`config.mk`:
```
export PLATFORM = sky130hd
export DESIGN_NAME = ir_fetch_sequencer
export DESIGN_NICKNAME = d
export VERILOG_FILES = /design/src/rtl/sayeh_ctrl_pkg.sv /design/src/rtl/ir_fetch_sequencer.sv
export SDC_FILE = /design/constraint.sdc
export NUM_CORES = 1
export LEC_CHECK = 0
export ABC_AREA = 1
export CORE_MARGIN = 5
export CORE_UTILIZATION = 52
export CTS_BUF_LIST = sky130_fd_sc_hd__clkbuf_4
export DETAILED_ROUTE_END_ITERATION = 6
export PLACE_DENSITY_LB_ADDON = 0.15
export SYNTH_ARGS = -nofsm -noshare
export SYNTH_HDL_FRONTEND = slang
export SYNTH_SLANG_ARGS = --single-unit
```
`constraint.sdc`:
```
create_clock -name clk -period 1.9 [get_ports clk]
set_input_delay 0.57 -clock clk [delete_from_list [all_inputs] [get_ports clk]]
set_output_delay 0.57 -clock clk [all_outputs]
set_load 0.02 [all_outputs]
```
`src/rtl/sayeh_ctrl_pkg.sv`:
```
// SAYEH control package
// State encoding and half-select constants for the fetch sequencer.
package sayeh_ctrl_pkg;

  localparam logic [3:0] ST_IDLE  = 4'd0;
  localparam logic [3:0] ST_FETCH = 4'd1;
  localparam logic [3:0] ST_LOAD  = 4'd2;
  localparam logic [3:0] ST_ISHI  = 4'd3;
  localparam logic [3:0] ST_WTHI  = 4'd4;
  localparam logic [3:0] ST_ISLO  = 4'd5;
  localparam logic [3:0] ST_WTLO  = 4'd6;
  localparam logic [3:0] ST_ADV   = 4'd7;
  localparam logic [3:0] ST_HALT  = 4'd8;
  localparam logic [3:0] ST_ERR   = 4'd9;

  localparam logic HALF_HI = 1'b0;
  localparam logic HALF_LO = 1'b1;

  typedef enum logic [3:0] {
    S_IDLE     = ST_IDLE,
    S_FETCH    = ST_FETCH,
    S_LOAD     = ST_LOAD,
    S_ISSUE_HI = ST_ISHI,
    S_WAIT_HI  = ST_WTHI,
    S_ISSUE_LO = ST_ISLO,
    S_WAIT_LO  = ST_WTLO,
    S_ADVANCE  = ST_ADV,
    S_HALT     = ST_HALT,
    S_ERROR    = ST_ERR
  } state_t;

endpackage

```
`src/rtl/ir_fetch_sequencer.sv`:
```
// SAYEH instruction fetch/issue sequencer
// Fetches a word, loads IR, issues upper then optional lower half.
module ir_fetch_sequencer
  import sayeh_ctrl_pkg::*;
#(
  parameter int MEM_TIMEOUT = 15,
  parameter int BOOT_IDLE   = 2
) (
  input  logic clk,
  input  logic rst_n,
  input  logic mem_ready,
  input  logic exec_done,
  input  logic ir_short,
  input  logic lo_nop,
  input  logic jump_taken,
  input  logic halt_req,
  output logic mem_read,
  output logic ir_load,
  output logic exec_start,
  output logic exec_half,
  output logic pc_inc,
  output logic halted,
  output logic bus_error
);

  localparam int CNT_MAX =
    (MEM_TIMEOUT > BOOT_IDLE) ? MEM_TIMEOUT : BOOT_IDLE;
  localparam int CW = $clog2(CNT_MAX + 1);
  localparam logic [CW:0] TMO_LIM  = MEM_TIMEOUT[CW:0];
  localparam logic [CW:0] BOOT_LIM = BOOT_IDLE[CW:0];

  state_t          r_state;
  state_t          w_state_nxt;
  logic [CW-1:0]   r_cnt;
  logic [CW-1:0]   w_cnt_nxt;
  logic [CW:0]     w_cnt_inc;

  // Shared boot/timeout counter, one step ahead
  assign w_cnt_inc = {1'b0, r_cnt} + {{CW{1'b0}}, 1'b1};

  // State and counter registers
  always_ff @(posedge clk or negedge rst_n) begin
    if (!rst_n) begin
      r_state <= S_IDLE;
      r_cnt   <= '0;
    end else begin
      r_state <= w_state_nxt;
      r_cnt   <= w_cnt_nxt;
    end
  end

  // Next state, counter and Moore outputs
  always_comb begin
    w_state_nxt = r_state;
    w_cnt_nxt   = '0;
    mem_read    = 1'b0;
    ir_load     = 1'b0;
    exec_start  = 1'b0;
    exec_half   = HALF_HI;
    pc_inc      = 1'b0;
    halted      = 1'b0;
    bus_error   = 1'b0;
    unique case (r_state)
      S_IDLE: begin
        if (w_cnt_inc >= BOOT_LIM) begin
          w_state_nxt = S_FETCH;
        end else begin
          w_cnt_nxt = w_cnt_inc[CW-1:0];
        end
      end
      S_FETCH: begin
        mem_read = 1'b1;
        if (mem_ready) begin
          w_state_nxt = S_LOAD;
        end else if (w_cnt_inc == TMO_LIM) begin
          w_state_nxt = S_ERROR;
        end else begin
          w_cnt_nxt = w_cnt_inc[CW-1:0];
        end
      end
      S_LOAD: begin
        ir_load     = 1'b1;
        w_state_nxt = S_ISSUE_HI;
      end
      S_ISSUE_HI: begin
        exec_start  = 1'b1;
        w_state_nxt = S_WAIT_HI;
      end
      S_WAIT_HI: begin
        if (exec_done) begin
          if (halt_req)              w_state_nxt = S_HALT;
          else if (jump_taken)       w_state_nxt = S_FETCH;
          else if (ir_short && !lo_nop)
                                     w_state_nxt = S_ISSUE_LO;
          else                       w_state_nxt = S_ADVANCE;
        end
      end
      S_ISSUE_LO: begin
        exec_start  = 1'b1;
        exec_half   = HALF_LO;
        w_state_nxt = S_WAIT_LO;
      end
      S_WAIT_LO: begin
        exec_half = HALF_LO;
        if (exec_done) begin
          if (halt_req)        w_state_nxt = S_HALT;
          else if (jump_taken) w_state_nxt = S_FETCH;
          else                 w_state_nxt = S_ADVANCE;
        end
      end
      S_ADVANCE: begin
        pc_inc      = 1'b1;
        w_state_nxt = S_FETCH;
      end
      S_HALT:  halted    = 1'b1;
      S_ERROR: bus_error = 1'b1;
      default: w_state_nxt = S_IDLE;
    endcase
  end

endmodule

```
==> flow_metrics.env <==
export IMPL_status="finished clean"
export IMPL_synth_edf_count=0
export IMPL_io_pins=15
export IMPL_slew_headroom_pct=76.3
export IMPL_grt_pass1_wl_mm=3.06
export IMPL_gp_congestion=0.883
export IMPL_dp_hpwl_mm=1.50
export IMPL_die_y_um=48.2
export IMPL_antenna_diode_count=0
export IMPL_synthArstFlopShare_pct=100
export IMPL_start_util_pct=56.8
export IMPL_gr_total_overflow=0
export IMPL_dp_cells=144
export IMPL_synth_flop_cell="dfrtp_1"
export IMPL_critPathMaxFanout=3
export IMPL_regToRegStartpoint="r_cnt[0]"
export IMPL_grt_setup_unrepaired="false"
export IMPL_path_class="flop to output pin"
export IMPL_utilization_pct=74.1
export IMPL_tritoncts="done"
export IMPL_yosys_top_cells_count="18 x nand2_1, 15 x inv_1, 13 x nor2_1"
export IMPL_finalMaxSlewViolations=0
export IMPL_syn_to_final_growth_pct=30.6
export IMPL_cp_arrival_ps=1260
export IMPL_yosys_area_top_type="dfrtp_1"
export IMPL_finalCritPeriodShare_pct=96.4
export IMPL_hold_viol=0
export IMPL_drt_wl_total_mm=1.79
export IMPL_clock_latency_ps=250
export IMPL_synthMostInstantiatedCell="nand2_1"
export IMPL_cts_sinks=8
export IMPL_worstRegToRegCells=7
export IMPL_clk_path_buf_depth=2
export IMPL_max_slew_worst_pin_slew_ps=354
export IMPL_drc_errors=0
export IMPL_synthesis_nets=116
export IMPL_cts_root_buf="clkbuf_4"
export IMPL_vias=727
export IMPL_yosysWarnings=0
export IMPL_die_area_sq_um=2320
export IMPL_cp_start_kind="flop"
export IMPL_critical_path_endpoint_type="output pin"
export IMPL_p_leak_nw=0.522
export IMPL_grt_pass1_vias=759
export IMPL_finalNonFillerCells=147
export IMPL_numCtsBuffers=3
export IMPL_ir_worst_vdd_mv=1.07
export IMPL_drt_iter0_drc=17
export IMPL_netlist_area_leader_share_pct=26.4
export IMPL_cts_setup_buffers=0
export IMPL_grt_usage_pct=19.4
export IMPL_netlist_top_cells_area="dfrtp_1 26%, nand2_1 8.9%, inv_1 7.4%, nor2_2 6.6%, nor2_1 6.4%"
export IMPL_path_clk_slew_ps=60
export IMPL_syn_inst=105
export IMPL_place_area_sq_um=987
export IMPL_final_setup_tns_ps=0
export IMPL_setup_violations=0
export IMPL_clock_skew_ps=9.90
export IMPL_syn_area_per_cell_sq_um=7.21
export IMPL_drive_gt1_share_pct=43.9
export IMPL_worstPathRequired_ps=1330
export IMPL_ys_seq_area_share_pct=26.4
export IMPL_wl_per_cell_um=12.2
export IMPL_hold_ws_ps=587
export IMPL_viasPerCell=4.95
export IMPL_syn_area_sq_um=757
export IMPL_ys_types=21
export IMPL_layout_nets=145
export IMPL_layout_min_cycle_time_ps=1830
export IMPL_min_path_type="input pin to async pin"
export IMPL_rows=13
export IMPL_antenna_found_initial=0
export IMPL_grt_max_degree=9
export IMPL_max_freq_ghz=0.546
export IMPL_pwr_density_cell_nw_per_um2=1460
export IMPL_antenna_left=0
export IMPL_die_width_um=48.2
export IMPL_port_buffers=14
export IMPL_coreArea_sq_um=1330
export IMPL_final_area_sq_um=988
export IMPL_drt_pass1_iter_count=4
export IMPL_crit_path_start="r_state[3]"
export IMPL_htree_num_levels=1
export IMPL_ys_seq_elements=8
export IMPL_maxCapViolCount=0
## final timing paths
path	end	slack, ps
max in group asynchronous	r_state[1]	1020
hold reg to reg	r_cnt[0]	590
setup / recovery	exec_start	70
min in group clk	r_cnt[0]	590
setup reg to reg	r_state[1]	300
hold / removal	r_cnt[1]	590
## worst max-delay path, cell delays in order, from the launching register on
cell     delay (ps)
dfrtp_1         390
inv_2           120
nand2_1         100
nor2_1          120
nor2_1           60
inv_1            60
buf_2           160
## sequential cells by signal, indices dropped and copies added, names as in the netlist
| signal | cells |
|---|---|
| r_cnt | 4 |
| r_state | 4 |
## area by class of cell
cell class | instances | area [sq um]
Clock buffer | 3 | 22.5
Fill cell | 121 | 345
Sequential cell | 8 | 203
Timing Repair Buffer | 25 | 190
Inverter | 22 | 83.8
Tap cell | 15 | 18.8
Multi-Input combinational cell | 74 | 470
## routing by layer
metal / routed length, um / global-route usage [%]
met2: 913 / 32.0
met5: 0 / 0
met4: 11 / 5.91
met1: 767 / 23.6
met3: 97 / 6.64
## timing repair
| item | CTS | global route |
|---|---|---|
| resized for setup | 22 | 10 |
| setup endpoints to repair | 7 | 5 |
| pin swaps | 0 | 1 |
| hold buffers | 0 | 0 |
## metrics by stage
| step | worst slack [ps] | total power, mW |
|---|---|---|
| floorplan | 324 | 0.969 |
| global placement | -85.7 | 1.29 |
| detailed placement | -109 | 1.33 |
| CTS | -0.386 | 1.43 |
| global route | 5.38 | 1.56 |
| finish | 68.7 | 1.44 |
## where the power goes
part	internal, mW	total (mW)	switching, mW
Sequential	0.228	0.313	0.0852
Combinational	0.415	1.00	0.584
Clock	0.0722	0.128	0.0560
## kinds of logic after synthesis
family	Yosys count	share of synthesized area, %
flops	8	26.4
simple gates	66	50.2
buf+inv	23	12.6
fa+ha+maj	3	4.96
compound gates	5	5.78
## cells in the final DEF, fill, tap and decap left out
cell and n:
nand4_1 3, nand2_2 6, and3_1 1, clkbuf_2 1, dfrtp_2 2, buf_4 12, inv_1 15, nand3_4 1
clkinv_2 1, nor2_2 9, nor3_4 1, o21bai_2 3, nand3_2 1, nand2_4 4, o21ai_0 1, dfrtp_1 6
nor2_4 3, ha_1 3, o21ai_1 1, nand3_1 7, nand2_1 18, inv_2 6, clkdlybuf4s50_1 7, clkbuf_4 3
nor2_1 12, buf_2 5
(Power assumes the default switching activity.)
